[config.mk]
export PLATFORM = sky130hd
export DESIGN_NAME = alu_issue_seq
export DESIGN_NICKNAME = d
export VERILOG_FILES = /design/src/rtl/alu_pkg.sv /design/src/rtl/alu_seq_decode.sv /design/src/rtl/alu_issue_seq.sv
export SDC_FILE = /design/constraint.sdc
export NUM_CORES = 1
export LEC_CHECK = 0
export CAP_MARGIN = 0
export CORE_ASPECT_RATIO = 0.9
export CORE_MARGIN = 8
export CORE_UTILIZATION = 40
export DETAILED_ROUTE_END_ITERATION = 8
export PLACE_DENSITY = 0.74
export SLEW_MARGIN = 20
export SYNTH_ARGS = -nofsm -noshare
export SYNTH_HDL_FRONTEND = slang
export SYNTH_SLANG_ARGS = --single-unit
[constraint.sdc]
create_clock -name clk -period 2.4 [get_ports clk]
set_input_delay 0.36 -clock clk [delete_from_list [all_inputs] [get_ports clk]]
set_output_delay 0.36 -clock clk [all_outputs]
set_load 0.005 [all_outputs]
[src/rtl/alu_pkg.sv]
// Shared ALU package: opcodes, instruction field positions, sequencer states.
// Imported by the issue sequencer, its decoder and the ALU.
package alu_pkg;

  localparam int OP_MSB  = 31;
  localparam int OP_LSB  = 26;
  localparam int RD_MSB  = 25;
  localparam int RD_LSB  = 21;
  localparam int RS1_MSB = 20;
  localparam int RS1_LSB = 16;
  localparam int RS2_MSB = 15;
  localparam int RS2_LSB = 11;

  localparam logic [5:0] OP_ADD = 6'b000100;
  localparam logic [5:0] OP_SUB = 6'b000101;
  localparam logic [5:0] OP_SHR = 6'b000110;
  localparam logic [5:0] OP_SHL = 6'b000111;
  localparam logic [5:0] OP_AND = 6'b001000;
  localparam logic [5:0] OP_OR  = 6'b001001;
  localparam logic [5:0] OP_XOR = 6'b001010;

  typedef enum logic [2:0] {
    S_IDLE,
    S_RD,
    S_OP,
    S_EX,
    S_WB,
    S_ILL
  } seq_state_e;

  function automatic logic op_legal(input logic [5:0] op);
    return op inside {OP_ADD, OP_SUB, OP_SHR, OP_SHL,
                      OP_AND, OP_OR, OP_XOR};
  endfunction

endpackage

[src/rtl/alu_seq_decode.sv]
// Field extraction and opcode legality for the ALU issue sequencer.
// Ports: instr in; op/rd/rs1/rs2 fields and legal flag out.
module alu_seq_decode
  import alu_pkg::*;
(
  input  logic [31:0] instr,
  output logic [5:0]  op,
  output logic [4:0]  rd,
  output logic [4:0]  rs1,
  output logic [4:0]  rs2,
  output logic        legal
);

  // Low bits carry no information for register-register ops.
  logic unused_bits;
  assign unused_bits = ^instr[RS2_LSB-1:0];

  assign op    = instr[OP_MSB:OP_LSB];
  assign rd    = instr[RD_MSB:RD_LSB];
  assign rs1   = instr[RS1_MSB:RS1_LSB];
  assign rs2   = instr[RS2_MSB:RS2_LSB];
  assign legal = op_legal(op);

endmodule

[src/rtl/alu_issue_seq.sv]
// Multi-cycle issue sequencer: RF read -> operand capture -> ALU -> writeback.
// Ports: in_* handshake, rf_* register file, alu_* ALU, done/illegal pulses.
// Option: ALU_SEQ_ZERO_REG_EN makes register 0 read as zero and ignore writes.
module alu_issue_seq
  import alu_pkg::*;
#(
  parameter int DATA_W = 32
) (
  input  logic              clk,
  input  logic              rst_n,
  input  logic              in_valid,
  output logic              in_ready,
  input  logic [31:0]       in_instr,
  output logic              rf_re,
  output logic [4:0]        rf_raddr1,
  output logic [4:0]        rf_raddr2,
  input  logic [DATA_W-1:0] rf_rdata1,
  input  logic [DATA_W-1:0] rf_rdata2,
  output logic              rf_we,
  output logic [4:0]        rf_waddr,
  output logic [DATA_W-1:0] rf_wdata,
  output logic              alu_en,
  output logic [5:0]        alu_opcode,
  output logic [DATA_W-1:0] alu_x1,
  output logic [DATA_W-1:0] alu_x2,
  input  logic [DATA_W-1:0] alu_y,
  output logic              done,
  output logic              illegal
);

  seq_state_e state_q, state_d;

  logic [5:0]        op_q, op_d;
  logic [4:0]        rd_q, rd_d;
  logic [4:0]        rs1_q, rs1_d;
  logic [4:0]        rs2_q, rs2_d;
  logic [5:0]        alu_opcode_q, alu_opcode_d;
  logic [DATA_W-1:0] alu_x1_q, alu_x1_d;
  logic [DATA_W-1:0] alu_x2_q, alu_x2_d;
  logic [4:0]        rf_waddr_q, rf_waddr_d;
  logic [DATA_W-1:0] rf_wdata_q, rf_wdata_d;

  logic [5:0] dec_op;
  logic [4:0] dec_rd;
  logic [4:0] dec_rs1;
  logic [4:0] dec_rs2;
  logic       dec_legal;

  alu_seq_decode u_dec (
    .instr (in_instr),
    .op    (dec_op),
    .rd    (dec_rd),
    .rs1   (dec_rs1),
    .rs2   (dec_rs2),
    .legal (dec_legal)
  );

  always_ff @(posedge clk or negedge rst_n) begin
    if (!rst_n) begin
      state_q      <= S_IDLE;
      op_q         <= '0;
      rd_q         <= '0;
      rs1_q        <= '0;
      rs2_q        <= '0;
      alu_opcode_q <= '0;
      alu_x1_q     <= '0;
      alu_x2_q     <= '0;
      rf_waddr_q   <= '0;
      rf_wdata_q   <= '0;
    end else begin
      state_q      <= state_d;
      op_q         <= op_d;
      rd_q         <= rd_d;
      rs1_q        <= rs1_d;
      rs2_q        <= rs2_d;
      alu_opcode_q <= alu_opcode_d;
      alu_x1_q     <= alu_x1_d;
      alu_x2_q     <= alu_x2_d;
      rf_waddr_q   <= rf_waddr_d;
      rf_wdata_q   <= rf_wdata_d;
    end
  end

  always_comb begin
    state_d = state_q;
    unique case (state_q)
      S_IDLE: if (in_valid) state_d = dec_legal ? S_RD : S_ILL;
      S_RD:   state_d = S_OP;
      S_OP:   state_d = S_EX;
      S_EX:   state_d = S_WB;
      default: state_d = S_IDLE;
    endcase
  end

  // Datapath registers. The ALU operand registers double as the
  // captured A/B operands; note A (rs1) goes to x2 and B (rs2) to x1.
  always_comb begin
    op_d         = op_q;
    rd_d         = rd_q;
    rs1_d        = rs1_q;
    rs2_d        = rs2_q;
    alu_opcode_d = alu_opcode_q;
    alu_x1_d     = alu_x1_q;
    alu_x2_d     = alu_x2_q;
    rf_waddr_d   = rf_waddr_q;
    rf_wdata_d   = rf_wdata_q;
    unique case (state_q)
      S_IDLE: begin
        if (in_valid) begin
          op_d  = dec_op;
          rd_d  = dec_rd;
          rs1_d = dec_rs1;
          rs2_d = dec_rs2;
        end
      end
      S_OP: begin
        alu_opcode_d = op_q;
`ifdef ALU_SEQ_ZERO_REG_EN
        alu_x2_d = (rs1_q == 5'd0) ? '0 : rf_rdata1;
        alu_x1_d = (rs2_q == 5'd0) ? '0 : rf_rdata2;
`else
        alu_x2_d = rf_rdata1;
        alu_x1_d = rf_rdata2;
`endif
      end
      S_EX: begin
        rf_wdata_d = alu_y;
        rf_waddr_d = rd_q;
      end
      default: ;
    endcase
  end

  always_comb begin
    in_ready  = (state_q == S_IDLE);
    rf_re     = (state_q == S_RD);
    rf_raddr1 = rf_re ? rs1_q : 5'd0;
    rf_raddr2 = rf_re ? rs2_q : 5'd0;
    alu_en    = (state_q == S_EX);
`ifdef ALU_SEQ_ZERO_REG_EN
    rf_we     = (state_q == S_WB) && (rd_q != 5'd0);
`else
    rf_we     = (state_q == S_WB);
`endif
    done      = (state_q == S_WB) || (state_q == S_ILL);
    illegal   = (state_q == S_ILL);
  end

  assign alu_opcode = alu_opcode_q;
  assign alu_x1     = alu_x1_q;
  assign alu_x2     = alu_x2_q;
  assign rf_waddr   = rf_waddr_q;
  assign rf_wdata   = rf_wdata_q;

endmodule

==> results.toml <==
[run_status]
status = "complete, no violations"

[die]
die_width_um = 140
initial_core_util_pct = 41.1
die-area_um2 = 17900
core_region_area_um2 = 13500
pin_count = 254
rows = 40
dieHeight_um = 128

[job]
drv_cap = 0

[synthesis]
avgSynthCellArea_um2 = 18.0
synth_commonest_cells = "131 x dfrtp_1, 88 x mux2_4, 40 x mux2_2"
synth_area_leader_cell = "dfrtp_1"
syn_area_um2 = 5540
synth_top_area_share_pct = 59.2
ys_top_cells_by_area = "dfrtp_1 59%, mux2_4 24%, mux2_2 8.1%, buf_12 2.9%, buf_6 1.6%"
syn-num-nets = 439
synthCells = 308
yosys_warnings = 0
synthArstFlopShare_pct = 100
ys_seq_elements = 131
ys.flop_type = "dfrtp_1"
yosysUniqueCellTypes = 23
synth.most_common_cell = "dfrtp_1"
synth_edf_count = 0
yosysSeqAreaShare_pct = 59.2

[sta]
final_hold_viol_count = 0
fmax_ghz = 0.442
finalMaxSlewViolations = 0
finalSetupViolCount = 0
finalSetupTns_ps = 0
post-route-period-util_pct = 94.3
relSlewSlack_pct = 62.2
clock_skew_ps = 3.87
rsz0062_at_grt = "no"
min_period_ps = 2260
worstMarginPinSlew_ps = 567

[power_and_ir_drop]
power.density_nw_per_um2 = 1380
ir_drop_mv = 0.738
leakagePower_uw = 0.00376

[route]
drt-initial-drc-count = 81
antenna_left = 0
dr.pass1.iters = 4
via_per_inst = 4.66
routed_wl_um = 14200
num_vias = 3444
wl_per_cell_um = 19.2
drc_errors = 0

[setup_path]
r2r_start = "state_q[1]"
cp.arrival_ps = 1900
critPathLaunchType = "flip-flop"
crit_fanout = 6
r2r_cells = 4
cp.required_ps = 2040
critPathKind = "reg2out"
critPathCaptureType = "output port"
reg2reg_to = "alu_x1[8]"
rrSetupSlack_ps = 630

[placed_design]
io_buffers = 242
gp_congestion = 0.782
dpl.hpwl_um = 10300

[layout]
multi_input_area_um2 = 2010
nFillCells = 956
drive_gt1_share_pct = 30.8
final_nets = 693
syn2layout_area_growth_pct = 54.9
final_util_pct = 63.7
diodes = 0
seq_area_um2 = 3280

[clock_network]
cts_buffer_depth = 2
cts_tree = "yes"
clkTransAtPathRegs_ps = 50
clock-sinks = 131
htreeDepth = 4
cts_inserted_buffers = 17
root_buffer = "clkbuf_16"
clkLatencyLatePin_ps = 410

[global_routing]
grt_max_degree = 62
grt_overflow = 0
grt_pass1_wl_um = 22400
grt.total_usage_pct = 16.0
grt_pass1_vias = 3908
antenna_found_initial = 0

[min_path]
hp-class = "in2async"
-- flip-flops by register name, indices dropped and copies added, names as in the netlist --
signal	flops
state_q	3
alu_opcode	6
alu_x2	32
rs1_q	5
rf_waddr	5
op_q	6
alu_x1	32
rs2_q	5
rd_q	5
rf_wdata	32
-- per-stage QoR --
stage / power [µW] / setup slack, ps / hold WS, ps / instance area (µm²) / std cells
global placement: 9360 / 485 / 392 / 8000 / 707
global route: 12500 / 32.2 / 514 / 8580 / 739
detailed placement: 9490 / 458 / 399 / 8000 / 707
finish: 11800 / 137 / 497 / 8580 / 739
CTS: 11900 / 32.0 / 500 / 8540 / 736
floorplan: 6930 / 959 / 64.4 / 5540 / 308
-- worst max path at each step --
stage                     cells past startpoint  startpoint       endpoint
after floorplan                               5  state_q[0]  alu_opcode[4]
after global placement                        4  state_q[1]   rf_raddr1[4]
after detailed placement                      4  state_q[1]   rf_raddr1[2]
after CTS                                     4  state_q[2]   rf_raddr1[2]
after global routing                          4  state_q[0]   rf_raddr1[2]
final                                         4  state_q[2]   rf_raddr1[2]
-- layout by cell type, fill, tap and decap left out --
cell type	Yosys	routed
mux2_4	88	88
nor3b_4	1	2
and2b_2	1	1
clkinvlp_4	0	1
and3b_2	1	1
nand2_1	2	2
a211oi_1	1	1
inv_1	1	1
nor2_1	2	2
clkbuf_1	0	2
dfrtp_1	131	128
nand3b_4	1	1
a221oi_1	1	1
nand2b_1	2	2
buf_4	0	8
o21ai_0	1	1
clkdlybuf4s50_1	0	241
clkbuf_8	0	3
mux2_2	40	40
and2_4	1	1
dfrtp_2	0	3
clkbuf_16	0	17
or2_2	1	1
buf_12	8	3
clkinv_2	0	4
nor3_1	1	1
and2_1	12	12
nor3_4	1	1
bufinv_16	0	1
dlygate4sd3_1	0	1
-- critical path, stage by stage (launching register included) --
cell	delay (ps)
dfrtp_2	440
nor3b_4	230
buf_4	180
and2_1	130
clkdlybuf4s50_1	510
-- repair_timing --
action	CTS	global route
cloned	0	1
resized for setup	1	6
hold endpoints to repair	41	0
setup endpoints to repair	1	10
pin swaps	0	0
buffers inserted	0	2
hold buffers	1	0
-- cell families after synthesis --
family / count (synthesis) / share of synthesized area (%)
AND/OR/NAND/NOR: 27 / 3.68
flip-flops: 131 / 59.2
buffers and inverters: 19 / 4.77
AO/OA/AOI/OAI: 3 / 0.384
multiplexers: 128 / 32.0
-- metal layers --
metal  up-vias  GRT usage, %  wire length [µm]
li1       1578             -                 -
met3         9          7.93              1400
met1      1710          19.0              5930
met4         0          4.21                90
met2       147          25.4              6760
met5         -             0                 0
-- layout make-up --
class,count,share of cell area [%]
Timing Repair Buffer,253,29.6
Clock buffer,22,5.53
Multi-Input combinational cell,158,23.4
Sequential cell,131,38.3
Inverter,1,0.0438
Clock inverter,6,0.671
Tap cell,168,2.45
-- where the power goes --
part,switching [µW],total (µW),internal [µW]
Clock,856,2330,1470
Sequential,634,4010,3380
Combinational,1640,5480,3840
Total,3130,11800,8690
Power figures use the tool's default switching activity.
